==> src/rtl/protocol_frame_tx.sv <==
// Serial SPI framer: SYNC | type | payload | CRC-8 | TAIL, 81 bits MSB first; first bit one cycle after accept, frame_done on frame[0].
// Backpressure: ready is low from accept through the inter-frame gap, and req is ignored while ready is low.
module protocol_frame_tx #(
    parameter logic [15:0] SYNC_WORD  = 16'hEB90,
    parameter logic [7:0]  TAIL_BYTE  = 8'h00,
    parameter logic [7:0]  CRC_POLY   = 8'h07,
    parameter int unsigned GAP_CYCLES = 2
) (
    input  logic        sck,
    input  logic        rst,
    input  logic [40:0] payload_in,
    input  logic [7:0]  type_in,
    input  logic        req,
    output logic        ready,
    output logic        sdo,
    output logic        sdo_en,
    output logic [80:0] frame_out,
    output logic        frame_done
);

    typedef enum logic [2:0] {
        S_IDLE,
        S_HDR,
        S_DATA,
        S_CRC,
        S_TAIL,
        S_GAP
    } state_t;

    localparam logic [7:0] GAP_LAST = 8'(GAP_CYCLES - 32'd1);

    state_t      state;
    logic [6:0]  bit_cnt;
    logic [7:0]  gap_cnt;
    logic [48:0] data_sr;
    logic [7:0]  crc;
    logic [7:0]  crc_next;

    function automatic logic [7:0] crc_step(input logic [7:0] c, input logic b);
        logic fb;
        fb = c[7] ^ b;
        return {c[6:0], 1'b0} ^ (fb ? CRC_POLY : 8'h00);
    endfunction

    assign crc_next = crc_step(crc, data_sr[48]);

    // bit_cnt holds the index, within the current field, of the bit now on sdo.
    // data_sr rotates, so after 49 DATA shifts it again holds {type, payload}.
    always_ff @(posedge sck) begin
        frame_done <= 1'b0;
        if (rst) begin
            state     <= S_IDLE;
            bit_cnt   <= '0;
            gap_cnt   <= '0;
            data_sr   <= '0;
            crc       <= '0;
            ready     <= 1'b0;
            sdo       <= 1'b0;
            sdo_en    <= 1'b0;
            frame_out <= '0;
        end else begin
            case (state)
                S_IDLE: begin
                    if (ready && req) begin
                        data_sr <= {type_in, payload_in};
                        crc     <= '0;
                        state   <= S_HDR;
                        bit_cnt <= 7'd15;
                        sdo     <= SYNC_WORD[15];
                        sdo_en  <= 1'b1;
                        ready   <= 1'b0;
                    end else begin
                        ready  <= 1'b1;
                        sdo    <= 1'b0;
                        sdo_en <= 1'b0;
                    end
                end
                S_HDR: begin
                    if (bit_cnt != 7'd0) begin
                        bit_cnt <= bit_cnt - 7'd1;
                        sdo     <= SYNC_WORD[bit_cnt[3:0] - 4'd1];
                    end else begin
                        state   <= S_DATA;
                        bit_cnt <= 7'd48;
                        sdo     <= data_sr[48];
                    end
                end
                S_DATA: begin
                    crc     <= crc_next;
                    data_sr <= {data_sr[47:0], data_sr[48]};
                    if (bit_cnt != 7'd0) begin
                        bit_cnt <= bit_cnt - 7'd1;
                        sdo     <= data_sr[47];
                    end else begin
                        // The last data bit is folded in here, so the CRC MSB comes from crc_next.
                        state   <= S_CRC;
                        bit_cnt <= 7'd7;
                        sdo     <= crc_next[7];
                    end
                end
                S_CRC: begin
                    if (bit_cnt != 7'd0) begin
                        bit_cnt <= bit_cnt - 7'd1;
                        sdo     <= crc[bit_cnt[2:0] - 3'd1];
                    end else begin
                        state   <= S_TAIL;
                        bit_cnt <= 7'd7;
                        sdo     <= TAIL_BYTE[7];
                    end
                end
                S_TAIL: begin
                    if (bit_cnt != 7'd0) begin
                        bit_cnt <= bit_cnt - 7'd1;
                        sdo     <= TAIL_BYTE[bit_cnt[2:0] - 3'd1];
                        if (bit_cnt == 7'd1) begin
                            frame_done <= 1'b1;
                            frame_out  <= {SYNC_WORD, data_sr, crc, TAIL_BYTE};
                        end
                    end else begin
                        sdo    <= 1'b0;
                        sdo_en <= 1'b0;
                        if (GAP_CYCLES == 0) begin
                            state <= S_IDLE;
                            ready <= 1'b1;
                        end else begin
                            state   <= S_GAP;
                            gap_cnt <= GAP_LAST;
                        end
                    end
                end
                S_GAP: begin
                    if (gap_cnt != 8'd0) begin
                        gap_cnt <= gap_cnt - 8'd1;
                    end else begin
                        state <= S_IDLE;
                        ready <= 1'b1;
                    end
                end
                default: begin
                    state  <= S_IDLE;
                    ready  <= 1'b0;
                    sdo    <= 1'b0;
                    sdo_en <= 1'b0;
                end
            endcase
        end
    end

endmodule

==> config.mk <==
export PLATFORM = sky130hd
export DESIGN_NAME = protocol_frame_tx
export DESIGN_NICKNAME = d
export VERILOG_FILES = /design/src/rtl/protocol_frame_tx.sv
export SDC_FILE = /design/constraint.sdc
export NUM_CORES = 1
export LEC_CHECK = 0
export BUFFER_PORTS_ARGS = -buffer_cell sky130_fd_sc_hd__buf_4
export CAP_MARGIN = 20
export CORE_MARGIN = 2
export CORE_UTILIZATION = 50
export CTS_CLUSTER_DIAMETER = 40
export CTS_CLUSTER_SIZE = 28
export DETAILED_ROUTE_END_ITERATION = 6
export PLACE_DENSITY = 0.71
export SKIP_CTS_REPAIR_TIMING = 1
export SYNTH_ARGS = -nofsm -noshare
export SYNTH_HDL_FRONTEND = slang
export SYNTH_SLANG_ARGS = --single-unit
==> constraint.sdc <==
create_clock -name sck -period 5.1 [get_ports sck]
set_clock_uncertainty 0.15 [all_clocks]
set_input_delay 1.02 -clock sck [delete_from_list [all_inputs] [get_ports sck]]
set_output_delay 1.02 -clock sck [all_outputs]
set_load 0.02 [all_outputs]
==> flow_summary.json <==
{
  "final_cells": 1015,
  "post-route-util": 0.622,
  "avgSynthCellArea_um2": 7.83,
  "yosysUniqueCellTypes": 57,
  "setup_viol": 0,
  "yosysTopAreaCell": "dfxtp_1",
  "power_density_nw_per_um2": 485,
  "reg2reg_depth": 7,
  "yosysMostFrequentCell": "nand2_1",
  "power_switching_uw": 1250,
  "startpoint": "bit_cnt[0]",
  "timing.rr.end": "sdo",
  "gp_congestion": 0.993,
  "combPwrFrac": 0.277,
  "max_cap_violations": 0,
  "dieArea_um2": 13100,
  "fin_nets": 914,
  "slew_viol_final": 0,
  "synth.top_cells.by_count": "nand2_1 (236), dfxtp_1 (137), a21oi_1 (81)",
  "synth.yosys.seq_area_share": 0.448,
  "path_max_fanout": 18,
  "rsz0062_at_grt": "no",
  "post-route-min-period_ns": 2.87,
  "critPathRequiredTime_ns": 5.25,
  "synth_area_um2": 6120,
  "insertion_delay_ns": 0.41,
  "crit_type": "flop to flop",
  "tritoncts": "yes",
  "synth_edf_count": 0,
  "p_int_uw": 2360,
  "max_slew_margin": 0.312,
  "core_um2": 12000,
  "synth_seq_cells": 137,
  "clock_sinks": 137,
  "num_rows": 40,
  "start_util": 0.512,
  "fp.dieW_um": 115,
  "pre_cts_slack_ns": 2.16,
  "area_delta_synth_final_pct": 21.6,
  "track_usage": 0.236,
  "status": "finished, final reports clean",
  "grt_pass1_vias": 5161,
  "seq_power_share": 0.392,
  "post_drt_wl_per_cell_um": 15.2,
  "finalPower_uw": 3610,
  "start_kind": "flop",
  "die_y_um": 115,
  "synthTopCellsByArea": "dfxtp_1 (45%), nand2_1 (14%), a311oi_1 (6.9%), a21oi_1 (6.6%), nor2_1 (4.3%)",
  "grt_max_degree": 106,
  "p_leak_uw": 0.00294,
  "grt-ovfl-total": 0,
  "max-vdd-ir-drop_mv": 0.248,
  "wl_met2_um": 7140,
  "cts-root-buf": "clkbuf_16",
  "drc": 0,
  "final.setup.worst_slack_ns": 2.23,
  "r2r_slack_ns": 2.23,
  "p_clk_frac": 0.332,
  "async_flop_share": 0,
  "wl_met1_um": 6950,
  "ys_warn_count": 0,
  "clock.fmax_mhz": 348,
  "top_layer_used": "met4",
  "cp_data_arrival_time_ns": 3.02,
  "n_antenna_cell": 0,
  "grt_pass1_wl_um": 24900,
  "fillCellCount": 1079,
  "viasPerCell": 5.60,
  "tns_ns": 0,
  "synth_top_area_share": 0.448,
  "antenna_found_initial": 0,
  "drt_iter0_drc": 408,
  "fin_crit_sh": 0.563,
  "critPathCapture": "sdo",
  "firstDrtPassIters": 5,
  "worst_pin_slew_ns": 1.03,
  "yosys_most_used_dff": "dfxtp_1",
  "cp-end-kind": "flop",
  "hp-class": "flop to flop",
  "path_clk_slew_ns": 0.05,
  "synthCells": 782,
  "ant_nets": 0,
  "p_sw_frac": 0.347,
  "ios": 137,
  "cts_buffers": 17,
  "hpwl_um": 9570,
  "port_buffers": 120,
  "met3_length_um": 1170,
  "placedCellCount": 982,
  "reg2reg_from": "bit_cnt[0]",
  "wl_um": 15400,
  "drive_gt1_frac": 0.188,
  "hold_viol": 0,
  "htree_levels": 4,
  "vias": 5684,
  "clockBufferDepth": 2
}
power by group through the flow:
stage          Clock (uW)  Combinational, uW  Sequential (uW)
2_1_floorplan           0                827             1350
3_3_place_gp            0                927             1420
3_5_place_dp            0                965             1430
4_1_cts              1220                969             1410
5_1_grt              1270               1100             1440
6_report             1200                999             1420
cell usage in the layout (no fill, tap or decap), types with 2 or more instances in the layout:
cell type,synthesis,layout
a211oi_1,5,5
a21o_1,2,2
a21oi_1,81,81
a22oi_1,4,4
a311oi_1,48,48
a31oi_1,2,2
and2_1,2,2
buf_4,27,123
bufinv_16,0,2
clkbuf_1,44,5
clkbuf_16,0,17
clkbuf_8,0,3
clkinv_2,0,3
conb_1,1,16
dfxtp_1,137,137
ha_1,7,7
inv_1,6,6
mux2i_1,2,2
mux4_2,2,2
nand2_1,236,235
nand2b_1,3,3
nand3_1,17,16
nand3b_1,2,2
nor2_1,70,70
nor3_1,10,10
nor4_1,3,3
nor4b_1,2,2
o2111ai_1,3,3
o21ai_0,8,8
xnor2_1,8,8
xor2_1,8,8
kinds of logic after synthesis:
group                      count (synthesis)  synth area share
other                                      1          0.000613
muxes                                      5            0.0125
and+or+nand+nor                          360             0.244
AOI/OAI and AO/OA                        165             0.178
adders and majority gates                  7            0.0143
DFF                                      137             0.448
buffers and inverters                     91            0.0795
xor gates and xnor gates                  16            0.0229
worst min path at each step:
stage / start / endpoint / slack, ns / cells after the start
floorplan: data_sr[0] / frame_out[16] / 0.30 / 2
global placement: frame_out[26] / frame_out[26] / 0.29 / 2
detailed placement: frame_out[34] / frame_out[34] / 0.30 / 2
CTS: frame_out[31] / frame_out[31] / 0.30 / 2
global route: frame_out[61] / frame_out[61] / 0.32 / 2
finish: frame_out[29] / frame_out[29] / 0.30 / 2
cell type report:
class	instances	area (um^2)	share of cell area
timing repair buffer	124	951	0.128
inverter	6	22.5	0.00302
clock buffer	25	485	0.0652
clock inverter	7	91.3	0.0123
tap	147	184	0.0247
sequential	137	2740	0.368
multi-input combinational	569	2970	0.399
state kept, by name (all words and copies together) (netlist names):
register	cells
frame_out	58
data_sr	49
crc	8
gap_cnt	8
bit_cnt	7
state	3
frame_done	1
ready	1
sdo	1
sdo_en	1
metrics by stage:
stage                     area (um^2)  hold slack [ns]
after floorplan                  6180            0.300
after global placement           6840            0.290
after detailed placement         6840            0.296
after CTS                        7420            0.303
after global routing             7450            0.321
final                            7450            0.300
critical path, stage by stage (launching register included):
cell and delay (ns):
dfxtp_1 0.42, inv_1 0.20, ha_1 0.35, or3b_2 0.54, nor2_2 0.55, a2111o_1 0.16
a211oi_1 0.07, a211o_1 0.32
metal layers:
metal  vias to the layer above  GRT usage
met1                      2679      0.312
met2                       211      0.364
li1                       2776          -
met5                         -          0
met3                        18     0.0794
met4                         0     0.0724
(Power assumes the default switching activity.)
